### src/rtl/sha256_hex_serializer_if.sv
// ---------------------------------------------------------------------------
// sha256_hex_serializer_if
//   Groups the digest input handshake, the UART TX byte handshake and the job
//   status flags of the SHA-256 hex serializer.
//
//   Signals:
//     hash_in     digest word, captured on an accepted hash_valid
//     hash_valid  one-cycle strobe that starts a job
//     tx_busy     UART TX core busy
//     tx_start    one-cycle pulse: transmit tx_data
//     tx_data     ASCII character for the TX core
//     busy        job in progress
//     done        one-cycle pulse after the last character completes
//     overrun     sticky flag: a hash_valid arrived while a job was running
//
//   Modports:
//     master  the surrounding system (digest producer + TX core)
//     slave   the serializer itself
// ---------------------------------------------------------------------------
interface sha256_hex_serializer_if #(
    parameter int DIGEST_BITS = 256
);
    logic [DIGEST_BITS-1:0] hash_in;
    logic                   hash_valid;
    logic                   tx_busy;
    logic                   tx_start;
    logic [7:0]             tx_data;
    logic                   busy;
    logic                   done;
    logic                   overrun;

    modport master (
        output hash_in,
        output hash_valid,
        output tx_busy,
        input  tx_start,
        input  tx_data,
        input  busy,
        input  done,
        input  overrun
    );

    modport slave (
        input  hash_in,
        input  hash_valid,
        input  tx_busy,
        output tx_start,
        output tx_data,
        output busy,
        output done,
        output overrun
    );
endinterface

### src/rtl/sha256_hex_serializer.sv
// ---------------------------------------------------------------------------
// sha256_hex_serializer
//   Captures a digest on a one-cycle hash_valid strobe and sends it to the
//   UART TX core as ASCII hex, most significant nibble first, one character
//   per tx_start/tx_busy handshake. A done pulse follows the last character.
//
//   Parameters:
//     DIGEST_BITS  digest width (multiple of 4); DIGEST_BITS/4 characters
//     UPPERCASE    0: letters 'a'-'f', 1: letters 'A'-'F'
//
//   Ports:
//     clk   clock
//     rst   asynchronous, active-high reset; aborts a running job silently
//     bus   sha256_hex_serializer_if.slave (digest in, TX handshake, status)
//
//   Build option:
//     HEX_SERIALIZER_CRLF_EN  when defined, every job ends with CR (0x0D)
//                             and LF (0x0A) after the hex characters.
// ---------------------------------------------------------------------------
module sha256_hex_serializer #(
    parameter int DIGEST_BITS = 256,
    parameter int UPPERCASE   = 0
) (
    input logic                  clk,
    input logic                  rst,
    sha256_hex_serializer_if.slave bus
);

    localparam int NCHARS = DIGEST_BITS / 4;
`ifdef HEX_SERIALIZER_CRLF_EN
    localparam int NTOTAL = NCHARS + 2;
`else
    localparam int NTOTAL = NCHARS;
`endif
    // Sized with headroom so the count can reach NTOTAL without wrapping.
    localparam int CNT_W = $clog2(NCHARS + 3) + 1;
    localparam logic [CNT_W-1:0] CNT_TOTAL = CNT_W'(NTOTAL);
    localparam logic [CNT_W-1:0] CNT_ONE   = CNT_W'(1);
`ifdef HEX_SERIALIZER_CRLF_EN
    localparam logic [CNT_W-1:0] CNT_NCHARS = CNT_W'(NCHARS);
`endif

    typedef enum logic [2:0] {
        IDLE,
        ISSUE,
        WAIT_ACK,
        WAIT_FREE,
        FINISH
    } state_t;

    state_t                 state;
    logic [DIGEST_BITS-1:0] shift;
    logic [CNT_W-1:0]       count;
    logic [7:0]             next_char;

    function automatic logic [7:0] to_ascii(input logic [3:0] n);
        logic [7:0] wide;
        wide = {4'h0, n};
        if (n < 4'd10)
            to_ascii = 8'h30 + wide;
        else
            to_ascii = ((UPPERCASE != 0) ? 8'h41 : 8'h61) + wide - 8'd10;
    endfunction

    // The top nibble of the shift register is always the next hex character;
    // with the line-terminator option the two extra slots after the hex run
    // are CR and LF.
    always_comb begin
        next_char = to_ascii(shift[DIGEST_BITS-1 -: 4]);
`ifdef HEX_SERIALIZER_CRLF_EN
        if (count == CNT_NCHARS)
            next_char = 8'h0D;
        else if (count > CNT_NCHARS)
            next_char = 8'h0A;
`endif
    end

    always_ff @(posedge clk or posedge rst) begin
        if (rst) begin
            state        <= IDLE;
            shift        <= '0;
            count        <= '0;
            bus.tx_start <= 1'b0;
            bus.tx_data  <= 8'h00;
            bus.busy     <= 1'b0;
            bus.done     <= 1'b0;
            bus.overrun  <= 1'b0;
        end else begin
            bus.tx_start <= 1'b0;
            bus.done     <= 1'b0;

            // Any strobe outside IDLE (FINISH included) is dropped and flagged.
            if (bus.hash_valid && state != IDLE)
                bus.overrun <= 1'b1;

            case (state)
                IDLE: begin
                    if (bus.hash_valid) begin
                        shift       <= bus.hash_in;
                        count       <= '0;
                        bus.overrun <= 1'b0;
                        bus.busy    <= 1'b1;
                        state       <= ISSUE;
                    end
                end

                ISSUE: begin
                    if (!bus.tx_busy) begin
                        bus.tx_data  <= next_char;
                        bus.tx_start <= 1'b1;
                        shift        <= {shift[DIGEST_BITS-5:0], 4'h0};
                        count        <= count + CNT_ONE;
                        state        <= WAIT_ACK;
                    end
                end

                // Wait for the TX core to show it took the byte before
                // looking for the end of its transmission.
                WAIT_ACK: begin
                    if (bus.tx_busy)
                        state <= WAIT_FREE;
                end

                WAIT_FREE: begin
                    if (!bus.tx_busy) begin
                        if (count == CNT_TOTAL) begin
                            bus.done <= 1'b1;
                            state    <= FINISH;
                        end else begin
                            state <= ISSUE;
                        end
                    end
                end

                FINISH: begin
                    bus.busy <= 1'b0;
                    state    <= IDLE;
                end

                default: state <= IDLE;
            endcase
        end
    end

endmodule

### src/flat_wrapper.sv
// flat-port wrapper written by rule: the top's interface ports become plain ports
module sha256_hex_serializer_flat 
#(
    parameter int DIGEST_BITS = 256,
    parameter int UPPERCASE   = 0
)
  (clk, rst, bus_hash_in, bus_hash_valid, bus_tx_busy, bus_tx_start, bus_tx_data, bus_busy, bus_done, bus_overrun);
  sha256_hex_serializer_if #(.DIGEST_BITS(DIGEST_BITS)) bus_i ();
  input logic clk;
  input logic rst;
  input wire logic [$bits(bus_i.hash_in)-1:0] bus_hash_in;
  input wire logic [$bits(bus_i.hash_valid)-1:0] bus_hash_valid;
  input wire logic [$bits(bus_i.tx_busy)-1:0] bus_tx_busy;
  output wire logic [$bits(bus_i.tx_start)-1:0] bus_tx_start;
  output wire logic [$bits(bus_i.tx_data)-1:0] bus_tx_data;
  output wire logic [$bits(bus_i.busy)-1:0] bus_busy;
  output wire logic [$bits(bus_i.done)-1:0] bus_done;
  output wire logic [$bits(bus_i.overrun)-1:0] bus_overrun;
  assign bus_i.hash_in = bus_hash_in;
  assign bus_i.hash_valid = bus_hash_valid;
  assign bus_i.tx_busy = bus_tx_busy;
  assign bus_tx_start = bus_i.tx_start;
  assign bus_tx_data = bus_i.tx_data;
  assign bus_busy = bus_i.busy;
  assign bus_done = bus_i.done;
  assign bus_overrun = bus_i.overrun;
  sha256_hex_serializer #(.DIGEST_BITS(DIGEST_BITS), .UPPERCASE(UPPERCASE)) u_core (.clk(clk), .rst(rst), .bus(bus_i));
endmodule
### config.mk
export PLATFORM = sky130hd
export DESIGN_NAME = sha256_hex_serializer_flat
export DESIGN_NICKNAME = d
export VERILOG_FILES = /design/src/rtl/sha256_hex_serializer_if.sv /design/src/rtl/sha256_hex_serializer.sv /design/src/flat_wrapper.sv
export SDC_FILE = /design/constraint.sdc
export NUM_CORES = 1
export LEC_CHECK = 0
export ABC_AREA = 1
export BUFFER_PORTS_ARGS = -buffer_cell sky130_fd_sc_hd__buf_4
export CORE_MARGIN = 1.5
export CORE_UTILIZATION = 29
export DETAILED_ROUTE_END_ITERATION = 16
export PLACE_DENSITY_LB_ADDON = 0.25
export SYNTH_ARGS = -nofsm -noshare
export SYNTH_HDL_FRONTEND = slang
export SYNTH_SLANG_ARGS = --single-unit
### constraint.sdc
create_clock -name clk -period 15.14 [get_ports clk]
set_input_delay 3.028 -clock clk [delete_from_list [all_inputs] [get_ports clk]]
set_output_delay 3.028 -clock clk [all_outputs]
set_load 0.05 [all_outputs]
==> results of run 1 <==
[worst max-delay path: cells and delay by family]
kind	cells	cell delay, ps
and+or+nand+nor	3	770
AOI/OAI and AO/OA	1	120
buffers and inverters	4	1770
[power breakdown]
group	internal, mW	leakage, nW	switching [mW]
logic	0.441	4.35	0.902
registers	1.08	3.47	0.0911
clock network	0.490	0.541	0.317
total	2.02	8.36	1.31
[stage by stage]
step                hold WS, ps  power, mW  instances  utilization, %
floorplan                   483       2.33       1785               -
global placement            456       2.52       2554            34.0
detailed placement          459       2.55       2554            34.0
CTS                         482       3.39       2612            36.3
global route                503       3.65       2612            36.3
finish                      481       3.33       2612            36.3
[flip-flops by register name, summed over array words and instances (netlist names), named ones only]
| signal | count |
|---|---|
| u_core.bus.done | 1 |
| u_core.count | 8 |
| u_core.bus.busy | 1 |
| u_core.state | 3 |
| u_core.shift | 256 |
| u_core.bus.tx_start | 1 |
| u_core.bus.tx_data | 7 |
[cell usage after synthesis]
library cell,n,area [sq um]
a21oi_1,5,25.0
buf_12,1,20.0
buf_2,27,135
buf_4,19,143
buf_6,28,315
buf_8,1,15.0
clkbuf_1,39,146
clkinv_1,1,3.75
conb_1,1,3.75
dfrtp_1,278,6960
ha_1,3,37.5
inv_1,272,1020
inv_2,1,3.75
nand2_1,555,2080
nand2_2,1,6.26
nand3_1,10,50.1
nand3_2,2,20.0
nand4_1,2,12.5
nor2_1,14,52.6
nor2_4,1,11.3
nor3_1,1,5.00
nor4_1,2,12.5
o21ai_0,97,485
o21ai_1,418,2090
o22ai_1,1,6.26
o31ai_1,1,7.51
or2_2,1,6.26
xor2_1,3,26.3
[cells by family (layout without fill, tap and decap cells)]
group	after synthesis	after routing	synth area share [%]
flops	278	278	50.8
buf+inv	389	609	13.2
other cells	1	1	0.0274
fa+ha+maj	3	3	0.274
xor+xnor	3	3	0.192
compound gates	522	522	19.1
simple gates	589	589	16.5
[worst paths after layout]
path | start | end | slack, ps
worst min-delay path | u_core.bus.tx_data[5] | u_core.bus.tx_data[5] | 480
worst min register to register | u_core.bus.tx_data[5] | u_core.bus.tx_data[5] | 480
worst max register to register | u_core.state[2] | u_core.shift[193] | 11330
worst max-delay path | bus_tx_busy | u_core.shift[193] | 9310
max in group asynchronous | rst | u_core.shift[7] | 10840
min in group asynchronous | rst | u_core.shift[108] | 2740
[cell type report]
cell class,instances,area (sq um)
Clock buffer,53,1050
Clock inverter,5,50.0
Fill cell,4924,29600
Inverter,274,1040
Multi-Input combinational cell,1118,4960
Sequential cell,278,6960
Tap cell,607,759
Timing Repair Buffer,277,2100
[per-layer routing]
metal	vias to the layer above	GRT usage [%]	part of all wire [%]
met5	-	0	0
met2	244	19.9	42
met3	45	3.16	6.7
met4	0	4.42	2.1
met1	5158	19.8	49
li1	6014	-	-
==> results.md, run 1 <==
- Netlist cell types: 28
- TritonCTS clock tree: yes
- Vias/cell: 4.39
- Root buf cell: clkbuf_16
- Row cnt: 79
- Final Cell Area: 16900 sq um
- Pwr/cell area: 197 nW/um^2
- Vias in the first global route: 11000
- Crit. End Element: flop
- Placer congestion estimate: 0.749
- Synth-to-layout area growth: 23.5%
- Post-route setup TNS: 0 ps
- Initial core utilization: 29.4%
- Buffers on Ports: 270
- Syn Inst Count: 1785
- Syn_area_per_cell: 7.68 sq um
- Synth Register Bits: 278
- Initial antenna violation count: 0
- Core area: 46600 sq um
- Sequential element share of the synthesized area: 50.8%
- Ant diodes: 0
- Resize count post-CTS: 0
- Num ports: 272
- Routed WL: 32900 um
- Num CTS Buffers: 35
- Clk pin slew, worst setup/hold paths: 60 ps
- CP startpoint kind: primary input
- VDD IR max: 0.000157 V
- Die area: 48600 sq um
- Syn Nets: 2048
- Unrepaired setup endpoints after global routing: false
- Crit path required time: 15580 ps
- Ys Warns: 0
- Max clock buf depth: 3
- Drt pass-1 iters: 5
- Tcrit/Tclk final: 38.5%
- Worst-margin pin slew: 1270 ps
- Nets: 2247
- Final hold violations: 0
- Total track usage: 13.7%
- DRC: 0
- CP max stage delay: 950 ps
- Global-route wire length before repair: 54000 um
- Hold depth: 1
- Crit path DAT: 6270 ps
- Final setup viols: 0
- Outcome: complete, no violations
- Worst Path Class, Setup: primary input to flop
- Worst-Skew Late Latency: 530 ps
- Die outline height: 220 um
- Placed instance area: 15800 sq um
- Final slew viol count: 0
- Max-cap violations: 0
- 1st-iter DRT viols: 702
- Max Freq: 172 MHz
- Die width: 220 um
- Final ANT Viol Nets: 0
- Avg WL per Cell: 12.6 um
- Cell count of the worst reg-to-reg path: 7
- Layout cells sized above 1: 16.6%
- Final Skew: 15.3 ps
- Slew HR: 15.0%
- Static leakage: 8.36 nW
- Slowest cell on the critical path: buf_4
- Vias: 11500
- H-tree levels: 2
- Most common cell on crit path: buf_4
- Cell area after synthesis: 13700 sq um
- Final WS setup: 9310 ps
- Minimum clock period: 5830 ps
- Crit Path Max Fanout: 260
- Worst-path cell chain: buf_4 > inv_1 > nand3_2 > nand2_4 > buf_12 > buf_4 > nand2_1 > o21ai_1
- Pre-CTS WS: 8980 ps
- HP Class: flop to flop
- Most frequent cells in the layout: nand2_1, o21ai_1, dfrtp_1
- Grt ovf: 0
- Most common cell after layout, fill and taps aside: nand2_1
- Largest net degree at the start of global routing: 261
- Post-DP HPWL: 21000 um
- Clock sink count: 278
- Setup bufs post-CTS: 0
- Post-CTS Hold Buffers: 0
No activity file was read; power rests on OpenSTA's default activity.
==> run 2, diff against run 1 <==
ABC_AREA = 0   (was 1)
clock period = 4.9 ns   (was 15.14 ns; I/O delays follow)
==> results.md, run 2 <==
- Outcome: complete, no violations
- Most common library cells after synthesis: mux2_2, dfrtp_1, buf_2
- Most frequent cells in the layout: mux2_2, buf_4, dfrtp_1
- Setup bufs post-CTS: 0 (unchanged)
- Syn Nets: 1196 (-42%)
- H-tree levels: 2 (unchanged)
- Utilization after layout: 37.8% (+1.5 points)
- Synth-to-layout area growth: 27.9%
- Drt pass-1 iters: 4 (-1)
- Global-route wire length before repair: 49200 um (-8.9%)
- Post-CTS Hold Buffers: 0 (unchanged)
- DRC: 0 (unchanged)
- Num CTS Buffers: 34 (-2.9%)
- Placer congestion estimate: 0.725 (-3.2%)
- Minimum clock period: 2530 ps
- Synth top area share: 51.5% (+0.78 points)
- Largest net degree at the start of global routing: 112 (-57%)
- Final Skew: 14.5 ps (-0.801 ps)
- Final Cell Area: 17300 sq um (+2.0%)
- Ys Warns: 0 (unchanged)
- Hold slack final: 453 ps (-27.9 ps)
- Row cnt: 78 (-1.3%)
- CP startpoint kind: flop
- Leading registers by flop count: u_core.shift x256, u_core.count x8, u_core.bus.tx_data x7
- Total track usage: 13.1% (-0.51 points)
- Fill count: 4422 (-10%)
- Routed WL: 31200 um (-5.4%)
- Layout cells sized above 1: 68.9% (+52 points)
- VDD IR max: 0.000354 V (+130%)
- Register area: 6960 sq um (unchanged)
- Synth area leaders: dfrtp_1, mux2_2, buf_2, mux2i_1, nand2_1
- Worst-Skew Late Latency: 530 ps (about the same)
- Sequential element share of the synthesized area: 51.5% (+0.78 points)
- EDFF count, synth: 0 (unchanged)
- Cell area after synthesis: 13500 sq um (-1.5%)
- Dominant synthesized flop cell: dfrtp_1
- Final setup viols: 0 (unchanged)
- Leading area contributor after synthesis: dfrtp_1
- Area of the multi-input gates: 6210 sq um (+25%)
- Buffers on Ports: 270 (unchanged)
- Static leakage: 7.42 nW (-11%)
- Most flops, register: u_core.shift
- Max-cap violations: 0 (unchanged)
- Initial core utilization: 29.5% (+0.11 points)
- Final hold violations: 0 (unchanged)
- Pwr/cell area: 633 nW/um^2 (+220%)
- Top-count cell post-synth: mux2_2
- Worst Path Class, Setup: flop to flop
- Clk pin slew, worst setup/hold paths: 50 ps (about the same)
- Pre-CTS WS: 1800 ps (-7180 ps)
- Avg WL per Cell: 17.2 um (+36%)
- Ant diodes: 0 (unchanged)
- Final slew viol count: 0 (unchanged)
- Crit path required time: 5300 ps (-10280 ps)
- Netlist cell types: 42 (+50%)
- Crit. End Element: flop
- Die area: 47800 sq um (-1.5%)
- Vias in the first global route: 8804 (-20%)
- Crit path DAT: 2930 ps (-3340 ps)
- Resize count post-CTS: 0 (unchanged)
- Die width: 219 um (-0.75%)
- Final ANT Viol Nets: 0 (unchanged)
- Post-DP HPWL: 21200 um (+0.97%)
- Core area: 45700 sq um (-1.9%)
- Number of flip-flops under the largest register name: 256 (unchanged)
- Initial antenna violation count: 2 (+2)
- Crit Path Max Fanout: 49 (-81%)
- TritonCTS clock tree: yes
- Grt ovf: 0 (unchanged)
- Vias: 8205 (-28%)
- Vias/cell: 4.52 (+3.1%)
- Root buf cell: clkbuf_16
- Unrepaired setup endpoints after global routing: false
- Placed instance area: 16200 sq um (+2.5%)
- 1st-iter DRT viols: 364 (-48%)
- Clock sink count: 278 (unchanged)
- Tcrit/Tclk final: 51.7%
- Die outline height: 219 um (-0.75%)
- Post-route setup TNS: 0 ps (unchanged)
- Syn_area_per_cell: 14.5 sq um (+88%)
- Nets: 1458 (-35%)
- Most common cell after layout, fill and taps aside: mux2_2
- Syn Inst Count: 933 (-48%)
- Final WS setup: 2370 ps (-6950 ps)
- Max Freq: 395 MHz
- HP Class: primary input to asynchronous set/reset pin
- Ys async rst share: 100% (unchanged)
- Max clock buf depth: 3 (unchanged)
- Synth Register Bits: 278 (unchanged)
- Num ports: 272 (unchanged)
- Slew HR: 35.6% (+21 points)
- Worst-margin pin slew: 963 ps (-311 ps)
==> run 2: logic make-up (layout without fill, tap and decap cells) <==
family / Yosys count / in the layout / synth area share (%)
muxes: 506 / 506 / 42.1
DFF: 278 / 278 / 51.5
xor gates and xnor gates: 2 / 2 / 0.130
buffers and inverters: 70 / 351 / 2.55
AOI/OAI and AO/OA: 33 / 33 / 1.66
and+or+nand+nor: 40 / 40 / 1.66
adders and majority gates: 3 / 3 / 0.278
other: 1 / 1 / 0.0278
==> run 2: power by group <==
group          internal (mW)  switching, mW  total, mW
sequential              3.46          0.590       4.05
combinational           2.77           1.72       4.48
clock                   1.44          0.959       2.40
==> run 2: metrics by stage <==
stage,total power [mW],std cells
after CTS,11.2,1814
after global routing,11.7,1814
after detailed placement,8.67,1759
after floorplan,7.65,933
after global placement,8.53,1759
final,10.9,1814
==> run 2: area by class of cell <==
class,instances,share of cell area [%]
flip-flops and latches,278,40.3
multi-input cells,585,36.0
repair buffers,287,13.1
well taps,600,4.35
clock buffers,51,5.96
clock inverters,4,0.138
inverters,9,0.217
==> run 2: layer usage <==
metal | vias to the layer above | track usage [%] | part of all wire (%)
li1 | 3927 | - | -
met1 | 4063 | 17.0 | 44
met2 | 167 | 20.8 | 48
met3 | 44 | 3.74 | 5.9
met4 | 4 | 4.75 | 2.3
met5 | - | 0 | 0.087
==> run 2: final timing paths <==
path	start	end	slack, ps	cells after the start
setup reg to reg	u_core.state[1]	u_core.shift[127]	2370	4
max in group asynchronous	rst	u_core.shift[43]	3550	3
min in group clk	u_core.bus.tx_data[5]	u_core.bus.tx_data[5]	480	1
setup / recovery	u_core.state[1]	u_core.shift[127]	2370	4
hold reg to reg	u_core.bus.tx_data[5]	u_core.bus.tx_data[5]	480	1
hold / removal	rst	u_core.shift[221]	450	2
==> run 2: worst max-delay path: stages, from the launching register on <==
cell and delay, ps:
dfrtp_1 490, or2_2 390, a21oi_4 740, buf_12 350, mux2_2 380
==> run 3, diff against run 2 <==
clock period = 2.5 ns   (was 4.9 ns; I/O delays follow)
==> results.md, run 3 (synthesis results as in run 2) <==
- Clk network pwr share: 23.6% (+1.7 points)
- Slew HR: 61.8% (+26 points)
- Gate power share: 40.6% (-0.4 points)
- Sw power: 6.61 mW (+100%)
- CP max stage delay: 480 ps (-260 ps)
- Die area: 47800 sq um (unchanged)
- Die outline height: 219 um (unchanged)
- Vias: 8286 (+0.99%)
- Slowest cell on the critical path: dfrtp_1
- Placed cell count: 1766 (+0.40%)
- Placer congestion estimate: 0.716 (-1.2%)
- TritonCTS clock tree: yes
- Final setup viols: 0 (unchanged)
- Final Skew: 6.40 ps (-8.12 ps)
- Buffers on Ports: 270 (unchanged)
- Static leakage: 7.56 nW (+1.9%)
- Ant diodes: 0 (unchanged)
- Total track usage: 13.3% (+0.17 points)
- Post-CTS Hold Buffers: 0 (unchanged)
- Number of flip-flops under the largest register name: 256 (unchanged)
- Vias/cell: 4.53 (+0.16%)
- Num ports: 272 (unchanged)
- Crit. End Element: flop
- Crit Path Max Fanout: 68 (+39%)
- Final ANT Viol Nets: 0 (unchanged)
- Root buf cell: clkbuf_16
- Initial core utilization: 29.5% (unchanged)
- 1st-iter DRT viols: 359 (-1.4%)
- Minimum clock period: 2160 ps (-379 ps)
- Crit path depth: 5 (+1)
- Fraction of power spent switching nets: 29.8% (-0.078 points)
- Max Freq: 464 MHz (+18%)
- Most frequent cells in the layout: mux2_2, buf_4, dfrtp_1
- Grt ovf: 0 (unchanged)
- Most common cell on crit path: mux2_2
- Avg WL per Cell: 17.4 um (+1.2%)
- Pre-CTS WS: 342 ps (-1460 ps)
- Max clock buf depth: 3 (unchanged)
- Initial antenna violation count: 1 (-1)
- Non-filler cells, final: 1829 (+0.83%)
- Setup bufs post-CTS: 0 (unchanged)
- Worst Path Class, Setup: flop to flop
- Final slew viol count: 0 (unchanged)
- Flop pwr share: 35.8% (-1.2 points)
- HP Class: primary input to asynchronous set/reset pin
- DRC: 0 (unchanged)
- Leading registers by flop count: u_core.shift x256, u_core.count x8, u_core.bus.tx_data x7
- Post-route setup TNS: 0 ps (unchanged)
- Crit path required time: 2920 ps (-2380 ps)
- Core area: 45700 sq um (unchanged)
- Row cnt: 78 (unchanged)
- Max-cap violations: 0 (unchanged)
- Utilization after layout: 38.4% (+0.61 points)
- Worst path bufs/invs: 2 (+1)
- Outcome: complete, no violations
- H-tree levels: 2 (unchanged)
- Pwr/cell area: 1260 nW/um^2 (+100%)
- Clk pin slew, worst setup/hold paths: 60 ps (about the same)
- Synth-to-layout area growth: 30.0%
- Final hold violations: 0 (unchanged)
- VDD IR max: 0.000600 V (+70%)
- Clock sink count: 278 (unchanged)
- Hold slack final: 27.0 ps (-426 ps)
- Nets: 1467 (+0.62%)
- Worst-Skew Late Latency: 540 ps (about the same)
- Num CTS Buffers: 36 (+5.9%)
- Die width: 219 um (unchanged)
- Resize count post-CTS: 0 (unchanged)
- Final Cell Area: 17500 sq um (+1.6%)
- Post-DP HPWL: 21700 um (+2.4%)
- Drt pass-1 iters: 4 (unchanged)
- Final Power: 22.2 mW (+100%)
- Layout cells sized above 1: 69.7% (+0.79 points)
- Cell count of the worst reg-to-reg path: 5 (+1)
- Tcrit/Tclk final: 86.2% (+34 points)
- Crit-path leading delay family: multiplexers
- Unrepaired setup endpoints after global routing: false
- Crit path DAT: 2570 ps (-360 ps)
- Final WS setup: 345 ps (-2020 ps)
- Worst-margin pin slew: 572 ps (-391 ps)
- Most flops, register: u_core.shift
- Vias in the first global route: 8846 (+0.48%)
- Largest net degree at the start of global routing: 86 (-23%)
- Worst-path cell chain: nor3b_2 > buf_4 > buf_12 > mux2_2 > mux2_2
- CP startpoint kind: flop
- Most common cell after layout, fill and taps aside: mux2_2
- Global-route wire length before repair: 49600 um (+0.78%)
- Placed instance area: 16300 sq um (+0.79%)
- P_int: 15.6 mW (+100%)
- Routed WL: 31800 um (+2.0%)
## run 3: cell types whose count changed in the layout (fill, tap and decap cells not counted)
cell | before | now
inv_6 | 0 | 2
buf_4 | 279 | 280
clkinv_2 | 3 | 6
clkbuf_8 | 5 | 10
bufinv_16 | 0 | 2
clkbuf_1 | 9 | 4
clkinvlp_4 | 1 | 2
buf_12 | 8 | 14
## run 3: layout make-up
class	count	area, sq um
inverters	9	37.5
repair buffers	294	2380
fillers	4403	28100
clock buffers	51	1080
well taps	600	751
clock inverters	12	124
multi-input cells	585	6210
flip-flops and latches	278	6960
## run 3: per-layer routing
layer	global-route usage, %	vias up	part of all wire [%]
met5	0	-	0.041
met4	3.77	2	1.9
met3	4.02	47	6.2
met2	21.0	170	47
met1	17.5	4106	45
li1	-	3961	-
## run 3: path summary, 6_finish.rpt
check                                            from                    end  slack [ps]
worst max register to register        u_core.state[1]      u_core.shift[154]         340
worst min-delay path                              rst      u_core.shift[167]          30
worst min register to register  u_core.bus.tx_data[5]  u_core.bus.tx_data[5]         470
worst max-delay path                  u_core.state[1]      u_core.shift[154]         340
max in group asynchronous                         rst       u_core.shift[44]        1590
min in group clk                       bus_hash_in[0]        u_core.shift[0]         180
## run 3: power by group through the flow
stage	clock (mW)	sequential, mW	combinational, mW
after floorplan	0	7.76	7.23
after global placement	0	7.99	8.96
after detailed placement	0	8.04	9.15
after CTS	5.48	7.98	9.17
after global routing	5.66	8.26	9.81
final	5.23	7.95	9.00
